### config.mk
export PLATFORM = sky130hd
export DESIGN_NAME = r_instr_encoder
export DESIGN_NICKNAME = d
export VERILOG_FILES = /design/src/rtl/r_instr_encoder.sv
export SDC_FILE = /design/constraint.sdc
export NUM_CORES = 1
export LEC_CHECK = 0
export BUFFER_PORTS_ARGS = -buffer_cell sky130_fd_sc_hd__buf_4
export CAP_MARGIN = 20
export CELL_PAD_IN_SITES_DETAIL_PLACEMENT = 0
export CELL_PAD_IN_SITES_GLOBAL_PLACEMENT = 1
export CORE_MARGIN = 8
export CORE_UTILIZATION = 48
export DETAILED_ROUTE_END_ITERATION = 8
export PLACE_DENSITY = 0.89
export REMOVE_ABC_BUFFERS = 1
export SLEW_MARGIN = 10
export SYNTH_ARGS = -nofsm -noshare
export SYNTH_HDL_FRONTEND = slang
export SYNTH_SLANG_ARGS = --single-unit
### constraint.sdc
create_clock -name clk -period 3.5 [get_ports clk]
set_clock_uncertainty 0.1 [all_clocks]
set_input_delay 0.175 -clock clk [delete_from_list [all_inputs] [get_ports clk]]
set_output_delay 0.175 -clock clk [all_outputs]
set_load 0.005 [all_outputs]
### src/rtl/r_instr_encoder.sv
// r_instr_encoder
//   Streaming MIPS R-type encoder. Requests {alu_op, rs, rt, rd} are encoded
//   combinationally, buffered in a FIFO and drained into instruction memory
//   through a stallable write port, one word per cycle.
//
//   Optional feature: define R_ENC_NOP_PAD_EN to follow every instruction
//   write with a NOP write (all-zero word) at the next address.
//
// Ports
//   clk, rst            clock, async active-high reset
//   clear               sync flush: FIFO empty, address reload, count zero
//   in_valid/in_ready   request handshake (in_ready = !full)
//   alu_op, rs, rt, rd  request fields
//   mem_we/addr/data    memory write port, held while mem_busy
//   mem_busy            memory stall
//   wr_count            completed writes, saturating
//   empty               FIFO empty and no write pending
module r_instr_encoder #(
  parameter int unsigned FIFO_DEPTH = 4,
  parameter int unsigned ADDR_W     = 8,
  parameter int unsigned BASE_ADDR  = 0
) (
  input  logic              clk,
  input  logic              rst,
  input  logic              clear,
  input  logic              in_valid,
  output logic              in_ready,
  input  logic [2:0]        alu_op,
  input  logic [4:0]        rs,
  input  logic [4:0]        rt,
  input  logic [4:0]        rd,
  output logic              mem_we,
  output logic [ADDR_W-1:0] mem_addr,
  output logic [31:0]       mem_data,
  input  logic              mem_busy,
  output logic [ADDR_W:0]   wr_count,
  output logic              empty
);

  localparam int unsigned PW = $clog2(FIFO_DEPTH);
  localparam logic [ADDR_W-1:0] BASE = BASE_ADDR[ADDR_W-1:0];

  typedef enum logic [1:0] {
    S_IDLE,
    S_WRITE
`ifdef R_ENC_NOP_PAD_EN
    , S_PAD
`endif
  } state_t;

  state_t state, state_n;

  // ---------------- encoder ----------------
  logic [5:0]  func;
  logic [31:0] enc_word;

  always_comb begin
    func = 6'b100000;
    case (alu_op)
      3'b100: func = 6'b100000;
      3'b101: func = 6'b100010;
      3'b000: func = 6'b100100;
      3'b001: func = 6'b100101;
      3'b010: func = 6'b100110;
      3'b011: func = 6'b100111;
      3'b110: func = 6'b101011;
      3'b111: func = 6'b000100;
      default: func = 6'b100000;
    endcase
  end

  assign enc_word = {6'b000000, rs, rt, rd, 5'b00000, func};

  // ---------------- FIFO ----------------
  // Pointers carry one wrap bit so full/empty are distinguishable.
  logic [31:0] fifo_q [FIFO_DEPTH];
  logic [PW:0] wptr, rptr;
  logic        full, fifo_empty, push, pop;

  assign fifo_empty = (wptr == rptr);
  assign full       = (wptr[PW] != rptr[PW]) && (wptr[PW-1:0] == rptr[PW-1:0]);
  // Fullness is from registered pointers: a pop this cycle does not free a slot.
  assign in_ready   = !full;
  assign push       = in_valid && !full && !clear;

  always_ff @(posedge clk) begin
    if (push) fifo_q[wptr[PW-1:0]] <= enc_word;
  end

  // ---------------- drain FSM ----------------
  logic done;
`ifdef R_ENC_NOP_PAD_EN
  logic load_nop;
`endif

  always_comb begin
    state_n = state;
    pop     = 1'b0;
    done    = 1'b0;
`ifdef R_ENC_NOP_PAD_EN
    load_nop = 1'b0;
`endif
    case (state)
      S_IDLE: begin
        if (!fifo_empty) begin
          pop     = 1'b1;
          state_n = S_WRITE;
        end
      end
      S_WRITE: begin
        if (!mem_busy) begin
          done = 1'b1;
`ifdef R_ENC_NOP_PAD_EN
          load_nop = 1'b1;
          state_n  = S_PAD;
`else
          if (!fifo_empty) pop = 1'b1;
          else             state_n = S_IDLE;
`endif
        end
      end
`ifdef R_ENC_NOP_PAD_EN
      S_PAD: begin
        if (!mem_busy) begin
          done = 1'b1;
          if (!fifo_empty) begin
            pop     = 1'b1;
            state_n = S_WRITE;
          end else begin
            state_n = S_IDLE;
          end
        end
      end
`endif
      default: state_n = S_IDLE;
    endcase
    // clear abandons any held write and blocks the drain this cycle
    if (clear) begin
      state_n = S_IDLE;
      pop     = 1'b0;
      done    = 1'b0;
`ifdef R_ENC_NOP_PAD_EN
      load_nop = 1'b0;
`endif
    end
  end

  always_ff @(posedge clk or posedge rst) begin
    if (rst) begin
      state    <= S_IDLE;
      wptr     <= '0;
      rptr     <= '0;
      mem_addr <= BASE;
      mem_data <= '0;
      wr_count <= '0;
    end else begin
      state <= state_n;
      if (clear) begin
        wptr     <= '0;
        rptr     <= '0;
        mem_addr <= BASE;
        wr_count <= '0;
      end else begin
        if (push) wptr <= wptr + 1'b1;
        if (pop) begin
          rptr     <= rptr + 1'b1;
          mem_data <= fifo_q[rptr[PW-1:0]];
        end
`ifdef R_ENC_NOP_PAD_EN
        if (load_nop) mem_data <= 32'h0000_0000;
`endif
        // mem_addr always points at the address of the pending/next write
        if (done) begin
          mem_addr <= mem_addr + 1'b1;
          if (wr_count != '1) wr_count <= wr_count + 1'b1;
        end
      end
    end
  end

  // Driven straight from the state register so rst drops it asynchronously.
  assign mem_we = (state != S_IDLE);
  assign empty  = fifo_empty && (state == S_IDLE);

endmodule

==> out/metrics.csv, run 1 <==
stage;metric;value;unit
timing;minimum clock period;2.41;ns
setup_path;CP peak stage delay;0.43;ns
cts;Clock Path Buffers;2;
drt;DRC violations left;0;
cts;H-tree depth;4;
placement;placer congestion estimate;0.788;
die;Die Area;0.0145;mm2
cells_and_area;antenna cells;0;
drt;drt via density;5.19;
synth;post-synth cell types;42;
setup_path;CP required;3.58;ns
pwr;pwr dens;690;mW/mm2
timing;RSZ-0062 raised after global routing;false;
setup_path;Startpoint Class;flop;
grt;vias in the first global route;3150;
setup_path;critical path endpoint category;flop;
synth;FF+latch count, synth;124;
die;Core ar.;0.0107;mm2
cells_and_area;final net count;436;
timing;fin crit share;69.0;%
setup_path;crit-path max FO;25;
pwr;VDD IR max;0.496;mV
status;status;complete, no violations;
cells_and_area;Non-Filler Instances;555;
cts;CTS root buf;clkbuf_8;
die;I/O pins;75;
cts;CTS Sinks;124;
setup_path;Arr. time, crit path;2.50;ns
placement;dpl cells;502;
cells_and_area;share of post-route cells with drive strength above 1;35.4;%
placement;Final HPWL DP;6390;um
drt;drt pass-1 iters;6;
grt;GR Overflow Total;0;
drt;number of routed nets with antenna violations;0;
setup_path;critical path, cell by cell;buf_4 > xor2_1 > nor2_1 > a211oi_1 > and2_1 > buf_4;
timing;fmax;414;MHz
setup_path;WS Path Type;flop to flop;
synth;number of synthesis warnings;0;
cells_and_area;fillers;803;
run;MaxCap Viol Count;0;
timing;setup TNS;0;ns
cts;CTS tree;done;
drt;Total Wirelength;10200;um
die;die span in x;120;um
die;starting density of the core;48.6;%
synth;register area share after synthesis;67.0;%
grt;first-pass GRT wire length;16400;um
timing;Final setup viols;0;
worst_hold_path;Hold WC Path Type;input port to flop;
timing;final slew viol count;0;
die;die height;120;um
timing;Rel. slew slack;58.1;%
synth;syn_area_per_cell;17.1;um2
drt;via count;2880;
pwr;P_leak;2.68;nW
timing;Slew @ Worst Pin;0.628;ns
drt;DR WL/cell;18.4;um
drt;1st-iter DRT viols;218;
grt;gr usage total;14.7;%
cts;Worst-Skew Late Latency;0.52;ns
die;Rows;38;
setup_path;CP max-delay cell;xor2_1;
grt;maximum number of pins on one net before global-route repair;45;
timing;Hold Violations, Final;0;
cells_and_area;Layout area overhead;26.1;%
synth;Synth Instances;306;
cts;Clk pin slew, worst setup/hold paths;0.06;ns
cts;CTS Buf Count;17;
synth;Syn Std Cell Area;0.00523;mm2
grt;initial antenna violation count;0;
setup_path;Worst path most repeated cell;buf_4;
placement;number of I/O port buffers;62;
## path summary, 6_finish.rpt
check,startpoint,to,slack [ns],cells after the start
max in group asynchronous,rst,mem_data[25],2.70,4
min in group asynchronous,rst,mem_data[24],0.11,3
worst max-delay path,rptr[1],fifo_q[1][16],1.09,6
worst max register to register,rptr[1],fifo_q[1][16],1.09,6
worst min-delay path,alu_op[1],fifo_q[3][1],0.04,3
worst min register to register,mem_data[14],mem_data[14],0.41,1
## cell usage in the layout, fill, tap and decap left out, types with 3 or more instances in the layout
cell / netlist / final
edfxtp_1: 80 / 80
buf_4: 12 / 68
dfrtp_1: 44 / 44
nor2_1: 22 / 22
mux2_4: 20 / 20
dlygate4sd3_1: 0 / 20
mux4_2: 19 / 19
clkbuf_16: 0 / 16
xor2_1: 15 / 15
conb_1: 1 / 12
ha_1: 11 / 11
nand2_1: 7 / 7
inv_1: 7 / 6
and2_1: 6 / 6
o21ai_0: 6 / 6
nand3_1: 5 / 5
inv_6: 0 / 5
mux2i_1: 4 / 4
xnor2_1: 4 / 4
inv_8: 0 / 4
and3_1: 3 / 3
and4_1: 3 / 3
nand4_1: 3 / 3
clkinv_4: 0 / 3
## flip-flops by register name, indices dropped and copies added (netlist names)
signal / count
wr_count: 9
mem_addr: 8
state: 1
rptr: 3
wptr: 3
fifo_q: 80
mem_data: 20
## kinds of logic after synthesis
family                     count (synthesis)  share of synthesized area [%]
AOI/OAI and AO/OA                         17                           2.18
xor gates and xnor gates                  21                           3.81
adders and majority gates                 11                           2.63
buffers and inverters                     30                           3.37
DFF                                      124                           67.0
muxes                                     44                           15.2
other                                      1                         0.0717
and+or+nand+nor                           58                           5.72
## final cells by class
type | instances | area (um2) | area share, %
clock inverters | 15 | 146 | 2.22
clock buffers | 17 | 414 | 6.28
well taps | 140 | 175 | 2.66
repair buffers | 89 | 731 | 11.1
multi-input cells | 163 | 1590 | 24.2
flip-flops and latches | 124 | 3500 | 53.2
inverters | 7 | 26.3 | 0.399
## report_power, final
part	leakage, nW	internal (W)	switching, W
registers	1.29	0.00175	0.000108
clock network	0.271	0.000907	0.000709
logic	1.12	0.000635	0.000438
## critical path, delay by kind of cell (launching register included)
kind / cells / cell delay [ns]
xor gates and xnor gates: 1 / 0.43
buffers and inverters: 2 / 0.62
DFF: 1 / 0.32
AOI/OAI and AO/OA: 1 / 0.33
and+or+nand+nor: 2 / 0.28
## cells in the mapped netlist, drive strengths merged
cell type / count / area, um2
mux2: 20 / 300
nor4: 1 / 6.26
ha: 11 / 138
conb: 1 / 3.75
nand2: 7 / 26.3
or3: 1 / 6.26
xnor2: 4 / 35.0
a31oi: 2 / 12.5
o21ai: 6 / 30.0
clkbuf: 5 / 18.8
o21bai: 1 / 7.51
dfrtp: 44 / 1100
and4: 3 / 26.3
mux2i: 4 / 40.0
edfxtp: 80 / 2400
nand2b: 1 / 6.26
nand4: 3 / 18.8
mux4: 20 / 454
a211oi: 1 / 7.51
a21oi: 2 / 10.0
or2: 1 / 8.76
and2: 6 / 37.5
nand3: 5 / 25.0
o311ai: 2 / 17.5
nor2b: 1 / 6.26
o2111ai: 1 / 8.76
nor3b: 2 / 20.0
inv: 7 / 26.3
buf: 18 / 131
nor2: 22 / 82.6
xor2: 17 / 164
o31ai: 2 / 20.0
and3: 3 / 18.8
nor3: 2 / 10.0
## routing by layer
layer	track usage (%)	vias to the layer above	share of wire (%)
met3	5.17	10	7.0
li1	-	1320	-
met5	0	-	0
met1	17.9	1449	43
met2	23.9	101	49
met4	5.31	0	1.0
## through the flow
stage          hold WS [ns]  util [%]  area [um2]  total power, W  setup WS [ns]
2_1_floorplan         0.138         -        5120         0.00253         -0.176
3_3_place_gp          0.276      54.1        5810         0.00292           1.14
3_5_place_dp          0.285      54.1        5810         0.00295           1.10
4_1_cts              0.0282      61.1        6570         0.00460           1.07
5_1_grt              0.0426      61.3        6590         0.00475          0.854
6_report             0.0403      61.3        6590         0.00454           1.09
## repair_timing
action                                  4_1_cts  5_1_grt
hold endpoints to repair                    144        0
hold buffers                                 20        0
buffers inserted                              0        0
resized for setup                             0        0
endpoints found under the setup margin        0        0
No activity file was read; power rests on OpenSTA's default activity.
==> run 2, diff against run 1 <==
Clock period 3.5 ns to 2.41 ns, I/O delays scaled along.
==> run 2 against run 1 <==
  * Utilization rose by 0.65 points
  * Sequential power up 45%
  * Register-to-register slack got worse by 0.86 ns
  * Critical path depth decreased by 1
  * Combinational power rose by 49%
  * Sequential cell count unchanged
  * Cell count rose by 0.90%
  * Via count grew 2.1%
  * Clock power up 55%
  * Final area up 1.1%
  * Fmax rose by 11%
  * Global-route usage is essentially flat
==> out/metrics.csv, run 2 (synthesis results as in run 1) <==
stage;metric;value;unit;change
status;status;complete, no violations;;unchanged
timing;Final setup viols;0;;unchanged
cts;CTS Sinks;124;;unchanged
cts;H-tree depth;4;;unchanged
cells_and_area;Final Instance Area;0.00666;mm2;was 0.00659 mm2
setup_path;r2r setup slk;0.23;ns;was 1.09 ns
drt;via count;2941;;was 2880
setup_path;critical path, cell by cell;xor2_2 > nor2_1 > a211oi_1 > and2_1 > buf_4;;was buf_4 > xor2_1 > nor2_1 > a211oi_1 > and2_1 > buf_4
pwr;sequential share of power;39.7;%;was 40.8%
setup_path;CP endpoint;fifo_q[2][15];;was fifo_q[1][16]
timing;Hold Violations, Final;0;;unchanged
placement;placer congestion estimate;0.801;;was 0.788
setup_path;Worst R2R Path Depth;5;;was 6
placement;Final HPWL DP;6320;um;was 6390 um
timing;final setup margin;0.227;ns;was 1.09 ns
placement;DP Worst Slack;0.129;ns;was 1.10 ns
grt;maximum number of pins on one net before global-route repair;45;;unchanged
cts;CTS root buf;clkbuf_8;;unchanged
cells_and_area;commonest non-fill, non-tap cell in the layout;edfxtp_1;;unchanged
pwr;pwr dens;1020;mW/mm2;was 690 mW/mm2
pwr;Comb pwr share;23.4;%;was 23.6%
cells_and_area;Layout area overhead;27.4;%;was 26.1%
drt;DRC violations left;0;;unchanged
drt;1st-iter DRT viols;165;;was 218
timing;RSZ-0062 raised after global routing;false;;unchanged
placement;Placed Instance Area;0.00583;mm2;was 0.00581 mm2
drt;drt via density;5.25;;was 5.19
pwr;design internal power;0.00499;W;was 0.00329 W
drt;drt pass-1 iters;4;;was 6
die;I/O pins;75;;unchanged
cells_and_area;final net count;441;;was 436
cts;CTS Buf Count;17;;unchanged
timing;fin crit share;90.6;%;was 69.0%
setup_path;Setup crit start;wptr[1];;was rptr[1]
setup_path;WS Path Type;flop to flop;;unchanged
setup_path;Startpoint Class;flop;;unchanged
grt;gr usage total;14.7;%;about the same
cts;# Post-CTS Setup Buffers;0;;unchanged
setup_path;Reg2Reg Launch Point;wptr[1];;was rptr[1]
die;Rows;38;;unchanged
drt;number of routed nets with antenna violations;0;;unchanged
setup_path;CP bufs+invs;1;;was 2
die;Die Area;0.0145;mm2;unchanged
timing;Slew @ Worst Pin;0.600;ns;was 0.628 ns
pwr;sw power;0.00182;W;was 0.00126 W
cts;Clk pin slew, worst setup/hold paths;0.06;ns;about the same
cells_and_area;max reg flops;80;;unchanged
grt;first-pass GRT wire length;16400;um;about the same
setup_path;reg2reg end;fifo_q[2][15];;was fifo_q[1][16]
timing;final slew viol count;0;;unchanged
grt;vias in the first global route;3169;;was 3150
die;die height;120;um;unchanged
setup_path;Crit path depth;5;;was 6
setup_path;critical path endpoint category;flop;;unchanged
pwr;P_leak;2.72;nW;was 2.68 nW
placement;number of I/O port buffers;62;;unchanged
setup_path;Arr. time, crit path;2.27;ns;was 2.50 ns
setup_path;CP required;2.50;ns;was 3.58 ns
cells_and_area;antenna cells;0;;unchanged
setup_path;CP peak stage delay;0.48;ns;was 0.43 ns
grt;GR Overflow Total;0;;unchanged
die;Core ar.;0.0107;mm2;unchanged
pwr;share of total power in the clock network;36.9;%;was 35.6%
setup_path;crit-path max FO;20;;was 25
cells_and_area;share of post-route cells with drive strength above 1;35.7;%;was 35.4%
die;die span in x;120;um;unchanged
cts;Clock Path Buffers;2;;unchanged
drt;Total Wirelength;10300;um;was 10200 um
timing;Rel. slew slack;60.0;%;was 58.1%
setup_path;CP max-delay cell;dfrtp_1;;was xor2_1
timing;setup TNS;0;ns;unchanged
pwr;Sw Share;26.7;%;was 27.6%
grt;initial antenna violation count;0;;unchanged
pwr;VDD IR max;0.608;mV;was 0.496 mV
cts;CTS tree;done;;unchanged
run;MaxCap Viol Count;0;;unchanged
drt;DR WL/cell;18.4;um;about the same
worst_hold_path;Hold WC Path Type;input port to async pin;;was input port to flop
die;starting density of the core;48.6;%;unchanged
timing;fmax;458;MHz;was 414 MHz
cells_and_area;most frequent cells in the layout;80 x edfxtp_1, 71 x buf_4, 44 x dfrtp_1;;was 80 x edfxtp_1, 68 x buf_4, 44 x dfrtp_1
cts;Worst-Skew Late Latency;0.52;ns;about the same
setup_path;critical path's top delay family;flip-flops;;was buffers and inverters
timing;minimum clock period;2.18;ns;was 2.41 ns
run 2: cell types whose count changed in the layout (fill, tap and decap cells not counted), sizes merged:
| cell | change |
|---|---|
| dlygate4sd3 | +3 |
| buf | +2 |
| bufinv | +2 |
| clkinvlp | -1 |
| inv | -1 |
run 2: metrics by stage:
stage,cells,power [W],util (%),hold slack [ns]
2_1_floorplan,294,0.00367,-,0.0836
3_3_place_gp,505,0.00427,54.3,0.217
3_5_place_dp,505,0.00431,54.3,0.223
4_1_cts,560,0.00687,61.9,0.221
5_1_grt,560,0.00711,62.0,0.224
6_report,560,0.00680,62.0,0.225
run 2: worst reg2reg max path: cells and delay by family (launching register included):
family	cells	cell delay [ns]
buffers and inverters	1	0.31
DFF	1	0.48
xor gates and xnor gates	1	0.35
AOI/OAI and AO/OA	1	0.32
and+or+nand+nor	2	0.28
run 2: repair_timing:
item	CTS	global route
gates resized for setup	0	1
setup endpoints to repair	0	54
hold endpoints to repair	148	0
hold buffers	23	0
run 2: final cells by class:
type,count,area (um2)
timing repair buffer,94,763
clock buffer,17,414
multi-input combinational,163,1600
tap,140,175
inverter,7,26.3
fill,813,4090
sequential,124,3500
clock inverter,15,176
run 2: power groups by stage:
stage,Combinational (W),Clock [W],Sequential (W)
floorplan,0.000870,0,0.00280
global placement,0.00154,0,0.00273
detailed placement,0.00157,0,0.00274
CTS,0.00163,0.00254,0.00270
global route,0.00172,0.00266,0.00273
finish,0.00159,0.00251,0.00270
run 2: worst min-delay path by stage:
stage,start,endpoint,slack (ns),cells past startpoint
CTS,rs[3],fifo_q[2][19],0.22,2
finish,rst,mem_addr[7],0.22,4
floorplan,clear,rptr[2],0.08,1
global placement,rst,mem_data[20],0.22,3
global route,rt[0],fifo_q[2][11],0.22,2
detailed placement,rst,mem_addr[3],0.22,3
run 2: metal layers:
| metal | share of wire, % | wire [um] | vias up | GRT usage (%) |
|---|---|---|---|---|
| met5 | 0 | 0 | - | 0 |
| met1 | 43 | 4430 | 1508 | 17.2 |
| met3 | 6.1 | 633 | 13 | 5.08 |
| li1 | - | - | 1331 | - |
| met4 | 1.2 | 120 | 0 | 6.17 |
| met2 | 50 | 5110 | 89 | 24.4 |
==> run 3, diff against run 2 <==
==> constraint.sdc (replaced) <==
create_clock -name clk -period 2.41 [get_ports clk]
set_clock_uncertainty 0.1 [all_clocks]
set_input_delay 0.241 -clock clk [delete_from_list [all_inputs] [get_ports clk]]
set_output_delay 0.241 -clock clk [all_outputs]
set_load 0.005 [all_outputs]
==> run 3 against run 2 <==
  * First-iteration DRC count shrank 12%
  * Total power is 0.81% lower
  * Worst hold slack got worse by 0.12 ns
  * Sequential power about the same
  * Cell count is 0.54% lower
  * Global-route usage up 0.66 points
  * Non-clock buffer count down 3
  * Combinational power about the same
  * Die area unchanged
  * Count of clock-buffer cells in the layout grew 1
  * Largest cell class unchanged
==> out/metrics.csv, run 3 (synthesis results as in run 1) <==
stage;metric;value;unit;change
status;status;complete, no violations;;unchanged
grt;GR Overflow Total;0;;unchanged
worst_hold_path;Hold WC Path Type;input port to flop;;was input port to async pin
drt;drt pass-1 iters;4;;unchanged
cells_and_area;share of post-route cells with drive strength above 1;35.7;%;about the same
cts;Worst-Skew Late Latency;0.53;ns;was 0.52 ns
pwr;design internal power;0.00497;W;was 0.00499 W
setup_path;CP required;2.50;ns;about the same
cts;H-tree depth;4;;unchanged
setup_path;Worst R2R Path Depth;5;;unchanged
drt;DR WL/cell;18.7;um;was 18.4 um
setup_path;WS Path Type;flop to flop;;unchanged
timing;Hold Violations, Final;0;;unchanged
setup_path;CP bufs+invs;1;;unchanged
run;MaxCap Viol Count;0;;unchanged
timing;final slew viol count;0;;unchanged
setup_path;reg2reg end;fifo_q[2][9];;was fifo_q[2][15]
grt;gr usage total;15.4;%;was 14.7%
setup_path;r2r setup slk;0.20;ns;was 0.23 ns
setup_path;crit-path max FO;20;;unchanged
cells_and_area;commonest non-fill, non-tap cell in the layout;edfxtp_1;;unchanged
timing;fmax;453;MHz;was 458 MHz
cells_and_area;fillers;787;;was 813
cells_and_area;max reg flops;80;;unchanged
drt;Total Wirelength;10400;um;was 10300 um
timing;Final setup viols;0;;unchanged
worst_hold_path;hold path depth;3;;
timing;Rel. slew slack;44.0;%;was 60.0%
setup_path;critical path, cell by cell;xor2_2 > nor2_1 > a211oi_1 > and2_1 > buf_4;;unchanged
pwr;VDD IR max;0.632;mV;was 0.608 mV
grt;first-pass GRT wire length;16700;um;was 16400 um
worst_hold_path;worst hold start;alu_op[1];;
drt;via count;2909;;was 2941
timing;RSZ-0062 raised after global routing;false;;unchanged
cells_and_area;Layout area overhead;26.6;%;was 27.4%
pwr;share of total power in the clock network;36.5;%;was 36.9%
cells_and_area;antenna cells;0;;unchanged
drt;drt via density;5.22;;was 5.25
drt;1st-iter DRT viols;145;;was 165
die;die height;120;um;unchanged
cts;Clock Path Buffers;2;;unchanged
setup_path;CP max-delay cell;dfrtp_1;;unchanged
die;Rows;38;;unchanged
placement;DP Worst Slack;0.133;ns;was 0.129 ns
setup_path;Startpoint Class;flop;;unchanged
timing;Slew @ Worst Pin;0.839;ns;was 0.600 ns
setup_path;critical path endpoint category;flop;;unchanged
die;die span in x;120;um;unchanged
die;Die Area;0.0145;mm2;unchanged
cts;CTS Sinks;124;;unchanged
timing;fin crit share;91.5;%;was 90.6%
worst_hold_path;Hold Path End;fifo_q[0][1];;
setup_path;critical path's top delay family;flip-flops;;unchanged
grt;vias in the first global route;3151;;was 3169
die;I/O pins;75;;unchanged
die;Core ar.;0.0107;mm2;unchanged
die;starting density of the core;48.6;%;unchanged
setup_path;Reg2Reg Launch Point;wptr[1];;unchanged
drt;number of routed nets with antenna violations;0;;unchanged
placement;Placed Instance Area;0.00583;mm2;unchanged
cells_and_area;Final Instance Area;0.00662;mm2;was 0.00666 mm2
grt;maximum number of pins on one net before global-route repair;38;;was 45
pwr;P_leak;2.69;nW;was 2.72 nW
cts;CTS Buf Count;17;;unchanged
cts;Clk pin slew, worst setup/hold paths;0.06;ns;about the same
cts;CTS root buf;clkbuf_8;;unchanged
pwr;sequential share of power;40.1;%;was 39.7%
drt;DRC violations left;0;;unchanged
pwr;sw power;0.00178;W;was 0.00182 W
placement;Final HPWL DP;6350;um;was 6320 um
timing;final setup margin;0.204;ns;was 0.227 ns
setup_path;Arr. time, crit path;2.29;ns;was 2.27 ns
placement;number of I/O port buffers;62;;unchanged
cells_and_area;final net count;438;;was 441
grt;initial antenna violation count;0;;unchanged
cts;CTS tree;done;;unchanged
pwr;Comb pwr share;23.4;%;about the same
pwr;Sw Share;26.4;%;was 26.7%
cells_and_area;most frequent cells in the layout;80 x edfxtp_1, 71 x buf_4, 44 x dfrtp_1;;unchanged
pwr;pwr dens;1020;mW/mm2;about the same
placement;placer congestion estimate;0.821;;was 0.801
setup_path;CP peak stage delay;0.47;ns;was 0.48 ns
timing;minimum clock period;2.21;ns;was 2.18 ns
[run 3: cell types whose count changed in the layout (fill, tap and decap cells not counted), sizes merged]
cell         previous run  this run
clkbuf                 17        18
dlygate4sd3            23        20
inv                    15        13
clkinvlp                1         3
clkinv                  4         3
[run 3: timing repair]
action,4_1_cts,5_1_grt
hold buffers,20,0
setup buffers,0,0
endpoints found under the setup margin,0,60
resized for setup,0,1
endpoints found under the hold margin,121,0
[run 3: final cells by class]
class / instances / area [um2] / area share [%]
flip-flops and latches: 124 / 3500 / 53.0
multi-input cells: 163 / 1600 / 24.2
repair buffers: 91 / 733 / 11.1
clock buffers: 18 / 418 / 6.32
well taps: 140 / 175 / 2.65
clock inverters: 14 / 159 / 2.40
inverters: 7 / 26.3 / 0.397
[run 3: tightest hold or removal path: stages]
cell and delay [ns]:
buf_4 0.12, inv_1 0.05, mux2i_1 0.11
[run 3: worst max path at each step]
stage                        from       endpoint  slack, ns  cells past startpoint
after detailed placement  wptr[1]  fifo_q[2][14]       0.13                      5
after floorplan           rptr[0]   fifo_q[0][0]      -1.27                      3
after CTS                 wptr[1]   fifo_q[2][9]       0.12                      5
after global placement    wptr[1]  fifo_q[2][14]       0.25                      5
final                     wptr[1]   fifo_q[2][9]       0.20                      5
after global routing      wptr[1]   fifo_q[2][9]       0.05                      5
[run 3: metal layers]
metal / vias up / wire [um] / track usage (%)
met4: 0 / 129 / 6.25
met2: 91 / 5290 / 25.6
li1: 1318 / - / -
met1: 1483 / 4260 / 17.6
met5: - / 0 / 0
met3: 17 / 721 / 5.87
[run 3: per-stage QoR]
stage | instances | util [%] | TNS (ns) | hold slack (ns) | total power (W)
after floorplan | 294 | - | -56.66 | 0.204 | 0.00367
after global placement | 505 | 54.3 | 0 | 0.343 | 0.00427
after detailed placement | 505 | 54.3 | 0 | 0.347 | 0.00430
after CTS | 557 | 61.5 | 0 | 0.0801 | 0.00683
after global routing | 557 | 61.6 | 0 | 0.111 | 0.00706
final | 557 | 61.6 | 0 | 0.107 | 0.00675
[run 3: power by group through the flow]
stage | clock network (W) | logic [W] | registers [W]
6_report | 0.00246 | 0.00158 | 0.00271
5_1_grt | 0.00261 | 0.00171 | 0.00274
4_1_cts | 0.00252 | 0.00161 | 0.00271
3_5_place_dp | 0 | 0.00156 | 0.00274
3_3_place_gp | 0 | 0.00153 | 0.00274
2_1_floorplan | 0 | 0.000870 | 0.00280
